--- src/rtl/ir_ea_pkg.sv ---
// ir_ea_pkg: shared definitions for the PDP-8 IR decoder / EA sequencer.
//   - opcode constants OP_AND..OP_OPR (IR top three bits)
//   - sequencer state enum (S_AI_WR exists only with IR_AUTOINDEX_EN)
//   - IR field positions for the default geometry, plus helper functions
//     that derive the same positions for any WORD_W/OFS_W
// Optional feature macro: IR_AUTOINDEX_EN
package ir_ea_pkg;

    localparam logic [2:0] OP_AND = 3'd0;
    localparam logic [2:0] OP_TAD = 3'd1;
    localparam logic [2:0] OP_ISZ = 3'd2;
    localparam logic [2:0] OP_DCA = 3'd3;
    localparam logic [2:0] OP_JMS = 3'd4;
    localparam logic [2:0] OP_JMP = 3'd5;
    localparam logic [2:0] OP_IOT = 3'd6;
    localparam logic [2:0] OP_OPR = 3'd7;

    localparam int DEF_WORD_W = 12;
    localparam int DEF_OFS_W  = 7;

    // IR[OFS_W] selects current page, IR[OFS_W+1] marks indirect
    function automatic int ind_bit(input int ofs_w);
        return ofs_w + 1;
    endfunction

    function automatic int mp_bit(input int ofs_w);
        return ofs_w;
    endfunction

    function automatic int opc_lsb(input int word_w);
        return word_w - 3;
    endfunction

    localparam int IND_BIT = ind_bit(DEF_OFS_W);
    localparam int MP_BIT  = mp_bit(DEF_OFS_W);
    localparam int OPC_LSB = opc_lsb(DEF_WORD_W);

    typedef enum logic [2:0] {
        S_IDLE,
        S_DECODE,
        S_IND_RD,
`ifdef IR_AUTOINDEX_EN
        S_AI_WR,
`endif
        S_FIN
    } state_t;

endpackage

--- src/rtl/ir_ea_sequencer_if.sv ---
// ir_ea_sequencer_if: req/ack memory port used for the indirect fetch and
// the auto-index write-back.
//   req    master->slave  request, held until ack
//   we     master->slave  write qualifier for req
//   addr   master->slave  word address
//   wdata  master->slave  write data
//   rdata  slave->master  read data, valid with ack
//   ack    slave->master  single-cycle completion
interface ir_ea_sequencer_if
    import ir_ea_pkg::*;
#(
    parameter int WORD_W = DEF_WORD_W
);
    logic              req;
    logic              we;
    logic [WORD_W-1:0] addr;
    logic [WORD_W-1:0] wdata;
    logic [WORD_W-1:0] rdata;
    logic              ack;

    modport master (output req, we, addr, wdata, input rdata, ack);
    modport slave  (input req, we, addr, wdata, output rdata, ack);
endinterface

--- src/rtl/ir_field_decode.sv ---
// ir_field_decode: purely combinational split of a PDP-8 instruction word.
//   ir      in   instruction word
//   op      out  one-hot opcode, bit n set for opcode n (AND..OPR)
//   is_mri  out  memory-reference instruction (opcode < IOT)
//   ind     out  indirect bit, only meaningful for MRIs
//   mp      out  current-page bit
//   ofs     out  page offset
module ir_field_decode
    import ir_ea_pkg::*;
#(
    parameter int WORD_W = DEF_WORD_W,
    parameter int OFS_W  = DEF_OFS_W
) (
    input  logic [WORD_W-1:0] ir,
    output logic [7:0]        op,
    output logic              is_mri,
    output logic              ind,
    output logic              mp,
    output logic [OFS_W-1:0]  ofs
);
    localparam int OPC_POS = opc_lsb(WORD_W);
    localparam int IND_POS = ind_bit(OFS_W);
    localparam int MP_POS  = mp_bit(OFS_W);

    logic [2:0] opcode;

    always_comb begin
        opcode = ir[OPC_POS +: 3];
        op     = 8'd1 << opcode;
        is_mri = (opcode < OP_IOT);
        // IOT/OPR reuse bit IND_POS as part of their own encoding
        ind    = is_mri & ir[IND_POS];
        mp     = ir[MP_POS];
        ofs    = ir[OFS_W-1:0];
    end
endmodule

--- src/rtl/ir_ea_sequencer.sv ---
// ir_ea_sequencer: registered PDP-8 instruction decoder and effective-address
// sequencer. Latches IR/PC on start, decodes, performs the indirect fetch
// (and, with IR_AUTOINDEX_EN, the auto-index increment and write-back) over
// the memory port, then pulses done with a stable EA and decode set.
//   clk, resetn   clock, asynchronous active-low reset
//   start         IR/PC valid, accepted only while idle
//   ir, pc        instruction and the address it was fetched from
//   busy, done    sequencer status; done is a one-cycle pulse
//   ea            effective address
//   op            one-hot opcode (AND..OPR = bit 0..7)
//   is_mri, ind   memory-reference / indirect flags
//   autoidx       indirect went through an auto-index location
//   mem           memory master port (req/we/addr/wdata/rdata/ack)
// Optional feature macro: IR_AUTOINDEX_EN (undefined: no auto-index,
// indirect through the auto-index window is a plain indirect).
module ir_ea_sequencer
    import ir_ea_pkg::*;
#(
    parameter int WORD_W   = DEF_WORD_W,
    parameter int OFS_W    = DEF_OFS_W,
    parameter int AI_BASE  = 8,
    parameter int AI_COUNT = 8
) (
    input  logic                clk,
    input  logic                resetn,
    input  logic                start,
    input  logic [WORD_W-1:0]   ir,
    input  logic [WORD_W-1:0]   pc,
    output logic                busy,
    output logic                done,
    output logic [WORD_W-1:0]   ea,
    output logic [7:0]          op,
    output logic                is_mri,
    output logic                ind,
    output logic                autoidx,
    ir_ea_sequencer_if.master   mem
);
    localparam logic [WORD_W-1:0] OFS_MASK = WORD_W'((1 << OFS_W) - 1);
    localparam logic [WORD_W-1:0] AI_LO    = WORD_W'(AI_BASE);
    localparam logic [WORD_W-1:0] AI_HI    = WORD_W'(AI_BASE + AI_COUNT);
`ifdef IR_AUTOINDEX_EN
    localparam bit AI_EN = 1'b1;
`else
    localparam bit AI_EN = 1'b0;
`endif

    state_t            state;
    state_t            state_nxt;
    logic [WORD_W-1:0] ir_q;
    logic [WORD_W-1:0] pc_q;
    logic [7:0]        dec_op;
    logic              dec_is_mri;
    logic              dec_ind;
    logic              dec_mp;
    logic [OFS_W-1:0]  dec_ofs;
    logic [WORD_W-1:0] da;
    logic              ai_hit;

    ir_field_decode #(
        .WORD_W (WORD_W),
        .OFS_W  (OFS_W)
    ) u_decode (
        .ir     (ir_q),
        .op     (dec_op),
        .is_mri (dec_is_mri),
        .ind    (dec_ind),
        .mp     (dec_mp),
        .ofs    (dec_ofs)
    );

    // Direct address: page bits come from PC only for current-page refs.
    // ir_q/pc_q are frozen while busy, so da is stable for the memory port.
    always_comb begin
        da = {{(WORD_W-OFS_W){1'b0}}, dec_ofs};
        if (dec_mp) begin
            da = da | (pc_q & ~OFS_MASK);
        end
        ai_hit = AI_EN && (da >= AI_LO) && (da < AI_HI);
    end

    always_ff @(posedge clk or negedge resetn) begin
        if (!resetn) begin
            state <= S_IDLE;
        end else begin
            state <= state_nxt;
        end
    end

    // Memory port outputs are decoded from state so an asynchronous reset
    // drops req immediately, even mid-transaction.
    always_comb begin
        state_nxt = state;
        busy      = 1'b1;
        done      = 1'b0;
        mem.req   = 1'b0;
        mem.we    = 1'b0;
        mem.addr  = '0;
        mem.wdata = '0;
        case (state)
            S_IDLE: begin
                busy = 1'b0;
                if (start) begin
                    state_nxt = S_DECODE;
                end
            end
            S_DECODE: begin
                state_nxt = dec_ind ? S_IND_RD : S_FIN;
            end
            S_IND_RD: begin
                mem.req  = 1'b1;
                mem.addr = da;
                if (mem.ack) begin
`ifdef IR_AUTOINDEX_EN
                    state_nxt = ai_hit ? S_AI_WR : S_FIN;
`else
                    state_nxt = S_FIN;
`endif
                end
            end
`ifdef IR_AUTOINDEX_EN
            S_AI_WR: begin
                mem.req   = 1'b1;
                mem.we    = 1'b1;
                mem.addr  = da;
                mem.wdata = ea;
                if (mem.ack) begin
                    state_nxt = S_FIN;
                end
            end
`endif
            S_FIN: begin
                done      = 1'b1;
                state_nxt = S_IDLE;
            end
            default: begin
                state_nxt = S_IDLE;
            end
        endcase
    end

    // Decode outputs are held from one decode until the next one.
    always_ff @(posedge clk or negedge resetn) begin
        if (!resetn) begin
            ir_q   <= '0;
            pc_q   <= '0;
            ea     <= '0;
            op     <= '0;
            is_mri <= 1'b0;
            ind    <= 1'b0;
        end else begin
            case (state)
                S_IDLE: begin
                    if (start) begin
                        ir_q <= ir;
                        pc_q <= pc;
                    end
                end
                S_DECODE: begin
                    op     <= dec_op;
                    is_mri <= dec_is_mri;
                    ind    <= dec_ind;
                    if (!dec_is_mri) begin
                        ea <= '0;
                    end else if (!dec_ind) begin
                        ea <= da;
                    end
                end
                S_IND_RD: begin
                    // the pointer increment wraps naturally at the word width
                    if (mem.ack) begin
                        ea <= mem.rdata + {{(WORD_W-1){1'b0}}, ai_hit};
                    end
                end
                default: begin
                end
            endcase
        end
    end

`ifdef IR_AUTOINDEX_EN
    always_ff @(posedge clk or negedge resetn) begin
        if (!resetn) begin
            autoidx <= 1'b0;
        end else if (state == S_IDLE && start) begin
            autoidx <= 1'b0;
        end else if (state == S_IND_RD && mem.ack && ai_hit) begin
            autoidx <= 1'b1;
        end
    end
`else
    assign autoidx = 1'b0;
`endif

endmodule
--- src/flat_wrapper.sv ---
// flat-port wrapper written by rule: the top's interface ports become plain ports
module ir_ea_sequencer_flat import ir_ea_pkg::*;
#(
    parameter int WORD_W   = DEF_WORD_W,
    parameter int OFS_W    = DEF_OFS_W,
    parameter int AI_BASE  = 8,
    parameter int AI_COUNT = 8
)
  (clk, resetn, start, ir, pc, busy, done, ea, op, is_mri, ind, autoidx, mem_req, mem_we, mem_addr, mem_wdata, mem_rdata, mem_ack);
  ir_ea_sequencer_if #(.WORD_W(WORD_W)) mem_i ();
  input  logic clk;
  input  logic resetn;
  input  logic start;
  input  logic [WORD_W-1:0] ir;
  input  logic [WORD_W-1:0] pc;
  output logic busy;
  output logic done;
  output logic [WORD_W-1:0] ea;
  output logic [7:0] op;
  output logic is_mri;
  output logic ind;
  output logic autoidx;
  output wire logic [$bits(mem_i.req)-1:0] mem_req;
  output wire logic [$bits(mem_i.we)-1:0] mem_we;
  output wire logic [$bits(mem_i.addr)-1:0] mem_addr;
  output wire logic [$bits(mem_i.wdata)-1:0] mem_wdata;
  input wire logic [$bits(mem_i.rdata)-1:0] mem_rdata;
  input wire logic [$bits(mem_i.ack)-1:0] mem_ack;
  assign mem_req = mem_i.req;
  assign mem_we = mem_i.we;
  assign mem_addr = mem_i.addr;
  assign mem_wdata = mem_i.wdata;
  assign mem_i.rdata = mem_rdata;
  assign mem_i.ack = mem_ack;
  ir_ea_sequencer #(.WORD_W(WORD_W), .OFS_W(OFS_W), .AI_BASE(AI_BASE), .AI_COUNT(AI_COUNT)) u_core (.clk(clk), .resetn(resetn), .start(start), .ir(ir), .pc(pc), .busy(busy), .done(done), .ea(ea), .op(op), .is_mri(is_mri), .ind(ind), .autoidx(autoidx), .mem(mem_i));
endmodule
--- config.mk ---
export PLATFORM = sky130hd
export DESIGN_NAME = ir_ea_sequencer_flat
export DESIGN_NICKNAME = d
export VERILOG_FILES = /design/src/rtl/ir_ea_pkg.sv /design/src/rtl/ir_ea_sequencer_if.sv /design/src/rtl/ir_field_decode.sv /design/src/rtl/ir_ea_sequencer.sv /design/src/flat_wrapper.sv
export SDC_FILE = /design/constraint.sdc
export NUM_CORES = 1
export LEC_CHECK = 0
export ABC_CLOCK_PERIOD_IN_PS = 4400
export CORE_UTILIZATION = 38
export DETAILED_ROUTE_END_ITERATION = 8
export PLACE_DENSITY = 0.76
export SYNTH_ARGS = -nofsm -noshare
export SYNTH_HDL_FRONTEND = slang
export SYNTH_SLANG_ARGS = --single-unit
--- constraint.sdc ---
create_clock -name clk -period 4.4 [get_ports clk]
set_input_delay 1.32 -clock clk [delete_from_list [all_inputs] [get_ports clk]]
set_output_delay 1.32 -clock clk [all_outputs]
set_load 0.005 [all_outputs]
=== Word level (Yosys, flattened, before mapping) ===
Cells that the tools add are included.

* Register bits after elaboration: 49
* Bits of input ports: 40

* Magnitude comparators: 1
* Equal/unequal tests: 6
* Shift operators: 1
* Mux-type cells: 13
* Bitwise gates (word level): 2
* Reduce and logical (&&, ||, !) cells: 5

{| class="wikitable"
|+ Operator list
! cell !! number
|-
| $mux 12 || 5
|-
| $pmux 12 s2 || 1
|-
| $or 7x12->12 || 1
|-
| $pmux 3 s3 || 1
|-
| $shl 1x3->8 const A || 1
|-
| $eq 3x2->1 const B || 2
|-
| $mux 3 || 2
|-
| $mux 1 || 4
|-
| $ne 2x2->1 const B || 2
|-
| $reduce_and 2->1 || 2
|-
| $eq 3x1->1 const B || 1
|-
| $logic_not 3->1 || 1
|-
| $lt 3x3->1 const B || 1
|-
| $ne 3x3->1 const B || 1
|-
| $reduce_and 3->1 || 1
|-
| $reduce_bool 2->1 || 1
|-
| $and 1x1->1 || 1
|}

=== Depth between registers and ports, before layout ===
Gate-level depths: netlist of run 1.

* Depth in word-level cells: 5
* Mapped depth: 7
* Mapped depth without buffers: 5

=== Hierarchy ===
From an unflattened synthesis of run 1, not the netlist that was laid out.

* Cells, all modules: 166
* Area, all modules: 2169.6 um^2

{| class="wikitable"
|+ By module, submodules not included
! module !! instances !! cells each !! area an instance (um^2) !! sequential area each (um^2)
|-
| ir_ea_sequencer || 1 || 146 || 2001.9 || 1026.0
|-
| ir_field_decode || 1 || 20 || 167.7 || 0.0
|}

=== Worst setup path before layout of run 1 ===
OpenSTA, ideal clock, no wires.

* Path kind: register -> output
* Start: reg u_core.state[0]
* End: out mem_addr[10]
* Data arrival time: 1.413 ns
* Required time: 3.080 ns
* Path slack: 1.667 ns
* Cell stages (with the launch flop): 7
* Buffers on the path: 3
* Path through: dfrtp_1 > inv_1 > ha_1 > buf_2 > buf_2 > clkbuf_1 > and3_1

* Longest elaborated chain between the ends: 2

{| class="wikitable"
|+ Ends and longest elaborated chain
! item !! RTL line !! source
|-
| start: declaration || ir_ea_sequencer.sv:47 || <nowiki>state_t state;</nowiki>
|-
| start signal: assignment || ir_ea_sequencer.sv:85 || <nowiki>state <= state_nxt;</nowiki>
|-
| $eq 3x2->1 || ir_ea_sequencer.sv:99 || <nowiki>case (state)</nowiki>
|-
| $mux 12 || ir_ea_sequencer.sv:99 ||
|-
| end: declaration || flat_wrapper.sv:25 || <nowiki>output wire logic [$bits(mem_i.addr)-1:0] mem_addr;</nowiki>
|}

No other way between the ends.

=== Worst setup path after layout of run 1 ===
* Start: reg u_core.state[0]
* End: out mem_addr[6]

The elaborated chain is that of the path after synthesis.

==> impl_metrics.env, run 1 <==
export IMPL_grt_pass1_wl_um=7130
export IMPL_slew_viol_final=0
export IMPL_endpoint_kind="output pin"
export IMPL_cts_repair_resized=0
export IMPL_clkTransAtPathRegs_ps=80
export IMPL_ant_nets=0
export IMPL_min_path_type="reg2reg"
export IMPL_die_h_um=76.7
export IMPL_h_tree_depth=2
export IMPL_power_uw=2070
export IMPL_cts_sinks=41
export IMPL_layoutNonFillerInstCount=319
export IMPL_syn_cell_area_sq_um=2120
export IMPL_drtIter0Drc=62
export IMPL_die_w_um=76.7
export IMPL_die_area_sq_um=5890
export IMPL_setup_tns_ps=0
export IMPL_cp_data_arrival_time_ps=2260
export IMPL_place_ws_ps=1150
export IMPL_dp_cells=311
export IMPL_grt_max_degree=42
export IMPL_first_pass_iters=4
export IMPL_finalClockSkew_ps=5.78
export IMPL_hpwl_um=3320
export IMPL_ys_ff_latch=41
export IMPL_grt_pass1_vias=1431
export IMPL_grt_overflow_total=0
export IMPL_core_area_sq_um=5240
export IMPL_vdd_drop_max_v=0.000268
export IMPL_numCtsBuffers=5
export IMPL_cts_tree="yes"
export IMPL_rsz0062_at_grt="no"
export IMPL_criticalPathCategory="reg2out"
export IMPL_holdBufCountCts=0
export IMPL_ios=91
export IMPL_post_route_util_pct=55.4
export IMPL_gp_congestion=0.770
export IMPL_vias_per_cell=4.58
export IMPL_rows=26
export IMPL_antenna_found_initial=0
export IMPL_worst_pin_slew_ps=894
export IMPL_cellLeakagePower_uw=0.00128
export IMPL_setup_viol=0
export IMPL_drc=0
export IMPL_final_layout_size_suffix_gt1_share_pct=10.8
export IMPL_multi_input_area_sq_um=908
export IMPL_slew_headroom_pct=40.4
export IMPL_crit_chain="inv_1 -> ha_1 -> buf_4 -> and2_1 -> clkdlybuf4s50_1"
export IMPL_syn_inst=182
export IMPL_clockRootBuffer="clkbuf_8"
export IMPL_start_util_pct=40.5
export IMPL_power_density_nw_per_um2=713
export IMPL_setup_ws_ps=821
export IMPL_synth_cell_types=35
export IMPL_wirelength_um=4420
export IMPL_fmax_mhz=279
export IMPL_worstPathMaxFanout=28
export IMPL_fillers=469
export IMPL_finalCriticalPeriod_ps=3580
export IMPL_grt_use_total_pct=15.7
export IMPL_status="finished clean"
export IMPL_num_nets_final=293
export IMPL_critPathSlowestCell="clkdlybuf4s50_1"
export IMPL_vias=1462
export IMPL_areaGrowthSynthToFinish_pct=36.8
export IMPL_postCtsSetupBuffers=0
export IMPL_final_seq_area_sq_um=1030
export IMPL_yosys_warnings=0
export IMPL_post_drt_wl_per_cell_um=13.9
export IMPL_cpPeakStageDelay_ps=520
export IMPL_critPathLaunchType="flip-flop"
export IMPL_clock_path_buffers=2
export IMPL_diodes=0
export IMPL_yosysSeqAreaShare_pct=48.3
export IMPL_port_buffers=69
export IMPL_avgSynthCellArea_sq_um=11.7
export IMPL_maxCapViolations=0
export IMPL_crit_required_ps=3080
export IMPL_hold_viol_final=0
export IMPL_insertion_delay_ps=290
export IMPL_period_share_pct=81.3
-- final cells by class --
cell class | instances | share of cell area (%)
clock inverters | 2 | 1.29
flip-flops and latches | 41 | 35.3
inverters | 18 | 2.33
multi-input cells | 112 | 31.3
well taps | 70 | 3.02
repair buffers | 70 | 23.9
clock buffers | 6 | 2.84
-- state kept, by name (all words and copies together) (netlist names) --
register and cells:
u_core.ea 12, u_core.ir_q 12, u_core.op 8, u_core.pc_q 5, u_core.state 2, u_core.ind 1, u_core.is_mri 1
-- stage by stage --
| step | hold WS (ps) | cell area, sq um |
|---|---|---|
| after global routing | 541 | 2900 |
| after floorplan | 471 | 2170 |
| after global placement | 490 | 2780 |
| after detailed placement | 498 | 2780 |
| final | 514 | 2900 |
| after CTS | 517 | 2900 |
-- cell families (layout without fill, tap and decap cells) --
logic type,count (synthesis),in the layout,synth area share (%)
adder cells (fa/ha/maj),5,5,2.95
AND/OR/NAND/NOR,34,34,9.96
other,1,14,0.177
multiplexers,29,29,16.0
buffers and inverters,42,96,11.1
flip-flops,41,41,48.3
AO/OA/AOI/OAI,30,30,11.4
-- worst max-delay path, delay by kind of cell, from the launching register on --
family	cells	cell delay, ps
buffers and inverters	3	970
flip-flops	1	440
adder cells (fa/ha/maj)	1	400
AND/OR/NAND/NOR	1	170
-- synth_stat cells (all sizes together) --
library cell / number / area share (%)
a21bo: 1 / 0.47
o41ai: 1 / 0.41
and3: 5 / 1.5
nand2: 3 / 0.88
nand3: 1 / 0.24
mux2i: 5 / 2.4
a22oi: 5 / 1.8
a22o: 7 / 2.9
conb: 1 / 0.18
dfrtp: 41 / 48
a21boi: 1 / 0.35
o31ai: 1 / 0.35
inv: 18 / 3.2
o32ai: 2 / 0.83
a31oi: 1 / 0.29
buf: 21 / 7.4
o22ai: 6 / 1.8
a311oi: 1 / 1.2
and2: 7 / 2.1
nand2b: 3 / 0.88
o21ai: 3 / 0.71
a211oi: 1 / 0.35
clkbuf: 3 / 0.53
mux2: 24 / 14
ha: 5 / 2.9
nor2: 1 / 0.18
nor2b: 14 / 4.2
-- per-layer routing --
| layer | up-vias | global-route usage (%) | routed length (um) |
|---|---|---|---|
| li1 | 724 | - | - |
| met1 | 668 | 20.7 | 2030 |
| met2 | 56 | 24.0 | 2070 |
| met3 | 14 | 3.10 | 171 |
| met4 | 0 | 9.04 | 155 |
| met5 | - | 0 | 0 |
-- worst paths after layout --
path / to / slack (ps) / depth (start not counted) / startpoint
max in group asynchronous: u_core.ea[2] / 2690 / 1 / resetn
max reg2reg: u_core.ea[0] / 2000 / 5 / u_core.state[0]
max: mem_addr[6] / 820 / 5 / u_core.state[0]
min reg2reg: u_core.ea[1] / 510 / 1 / u_core.ea[1]
min in group asynchronous: u_core.op[2] / 1150 / 1 / resetn
min: u_core.ea[1] / 510 / 1 / u_core.ea[1]
-- cells in the final DEF, fill, tap and decap left out, drive strengths merged --
master	n
a211oi	1
a31oi	1
bufinv	1
a21bo	1
a22o	7
o41ai	1
buf	2
mux2	24
ha	5
clkinvlp	1
a311oi	1
nand2b	3
inv	18
and2	7
nor2b	14
o22ai	6
and3	5
o32ai	2
mux2i	5
clkdlybuf4s50	68
conb	14
nor2	1
o21ai	3
a22oi	5
o31ai	1
nand2	3
nand3	1
a21boi	1
clkbuf	6
dfrtp	41
-- report_power, final --
group / total [uW] / internal (uW) / switching [uW]
clock network: 316 / 184 / 131
registers: 698 / 558 / 140
logic: 1060 / 633 / 423
No activity file was read; power rests on OpenSTA's default activity.
==> run 2, diff against run 1 <==
--- a/config.mk
+++ b/config.mk
@@ -5,10 +5,10 @@
 export SDC_FILE = /design/constraint.sdc
 export NUM_CORES = 1
 export LEC_CHECK = 0
-export ABC_CLOCK_PERIOD_IN_PS = 4400
+export ABC_CLOCK_PERIOD_IN_PS = 3100
 export CORE_UTILIZATION = 38
 export DETAILED_ROUTE_END_ITERATION = 8
-export PLACE_DENSITY = 0.76
+export PLACE_DENSITY = 0.79
 export SYNTH_ARGS = -nofsm -noshare
 export SYNTH_HDL_FRONTEND = slang
 export SYNTH_SLANG_ARGS = --single-unit
==> constraint.sdc (replaced) <==
create_clock -name clk -period 3.1 [get_ports clk]
set_input_delay 0.93 -clock clk [delete_from_list [all_inputs] [get_ports clk]]
set_output_delay 0.93 -clock clk [all_outputs]
set_load 0.005 [all_outputs]
==> impl_metrics.env, run 2 (synthesis results as in run 1) <==
export IMPL_status="finished clean"
export IMPL_finalCriticalPeriod_ps=2900
export IMPL_layoutNonFillerInstCount=323
export IMPL_drc=0
export IMPL_place_ws_ps=321
export IMPL_hpwl_um=3370
export IMPL_final_layout_size_suffix_gt1_share_pct=12.6
export IMPL_slew_headroom_pct=39.7
export IMPL_ios=91
export IMPL_insertion_delay_ps=290
export IMPL_cts_sinks=41
export IMPL_grt_use_total_pct=16.4
export IMPL_final_cell_area_sq_um=2950
export IMPL_clock_path_buffers=2
export IMPL_hold_viol_final=0
export IMPL_layout_commonest_cell="clkdlybuf4s50_1"
export IMPL_setup_ws_ps=199
export IMPL_grt_max_degree=42
export IMPL_grt_pass1_vias=1505
export IMPL_antenna_found_initial=0
export IMPL_cp_data_arrival_time_ps=1970
export IMPL_worstPathMaxFanout=22
export IMPL_cts_repair_resized=1
export IMPL_ant_nets=0
export IMPL_post_drt_wl_per_cell_um=14.0
export IMPL_core_area_sq_um=5240
export IMPL_worst_pin_slew_ps=904
export IMPL_cellLeakagePower_uw=0.00131
export IMPL_grt_overflow_total=0
export IMPL_clockRootBuffer="clkbuf_8"
export IMPL_power_uw=3050
export IMPL_die_h_um=76.7
export IMPL_vdd_drop_max_v=0.000381
export IMPL_die_w_um=76.7
export IMPL_rsz0062_at_grt="no"
export IMPL_diodes=0
export IMPL_endpoint_kind="output pin"
export IMPL_dp_cells=315
export IMPL_cts_tree="yes"
export IMPL_fmax_mhz=345
export IMPL_gp_congestion=0.800
export IMPL_vias_per_cell=4.67
export IMPL_fillers=464
export IMPL_critPathLaunchType="flip-flop"
export IMPL_start_util_pct=40.5
export IMPL_num_nets_final=297
export IMPL_final_cell_mix="68 x clkdlybuf4s50_1, 41 x dfrtp_1, 18 x inv_1"
export IMPL_numCtsBuffers=5
export IMPL_h_tree_depth=2
export IMPL_grt_pass1_wl_um=7470
export IMPL_first_pass_iters=4
export IMPL_slew_viol_final=0
export IMPL_holdBufCountCts=0
export IMPL_die_area_sq_um=5890
export IMPL_wirelength_um=4520
export IMPL_power_density_nw_per_um2=1030
export IMPL_setup_viol=0
export IMPL_finalClockSkew_ps=8.53
export IMPL_period_share_pct=93.6
export IMPL_top_regs="u_core.ea x12, u_core.ir_q x12, u_core.op x8"
export IMPL_rows=26
export IMPL_crit_required_ps=2170
export IMPL_place_area_sq_um=2810
export IMPL_drtIter0Drc=36
export IMPL_criticalPathCategory="reg2out"
export IMPL_vias=1509
export IMPL_postCtsSetupBuffers=0
export IMPL_areaGrowthSynthToFinish_pct=39.0
export IMPL_setup_tns_ps=0
export IMPL_port_buffers=69
export IMPL_maxCapViolations=0
export IMPL_min_path_type="reg2reg"
export IMPL_clkTransAtPathRegs_ps=80
[run 2: changes by cell type in the layout (fill, tap and decap cells not counted)]
cell and change:
ha_1 -1, clkbuf_8 -1, ha_2 +1, clkinvlp_4 -1, bufinv_16 +1, buf_4 +4
clkinv_2 +1
[run 2: area by class of cell]
type,count,area (sq um),share of cell area (%)
clock inverter,3,65.1,2.21
multi-input combinational,112,911,30.9
clock buffer,5,68.8,2.33
inverter,18,67.6,2.29
timing repair buffer,74,723,24.5
tap,70,87.6,2.97
sequential,41,1030,34.8
[run 2: per-layer routing]
metal / GRT usage [%] / part of all wire [%] / vias to the layer above
met3: 4.05 / 4.4 / 15
li1: - / - / 737
met5: 0 / 0 / -
met1: 20.6 / 45 / 702
met2: 25.9 / 47 / 55
met4: 8.46 / 3.4 / 0
[run 2: power breakdown]
group          internal [uW]  switching, uW
registers                792            201
logic                    935            620
clock network            320            183
total                   2050           1000
[run 2: worst paths after layout]
check	startpoint	endpoint	slack (ps)	cells past startpoint
min in group asynchronous	resetn	u_core.op[0]	760	1
max reg2reg	u_core.state[0]	u_core.ea[8]	750	7
max	u_core.state[0]	mem_addr[11]	200	4
max in group asynchronous	resetn	u_core.ea[1]	1760	1
min	u_core.ea[0]	u_core.ea[0]	520	1
min reg2reg	u_core.ea[0]	u_core.ea[0]	520	1
[run 2: critical path, stage by stage (launching register included)]
cell and delay (ps):
dfrtp_1 440, inv_1 120, ha_2 400, and3_1 210, clkdlybuf4s50_1 520
[run 2: metrics by stage]
step / hold WS (ps) / util (%)
global route: 525 / 56.3
global placement: 489 / 53.7
floorplan: 471 / -
finish: 516 / 56.3
detailed placement: 498 / 53.7
CTS: 517 / 56.3
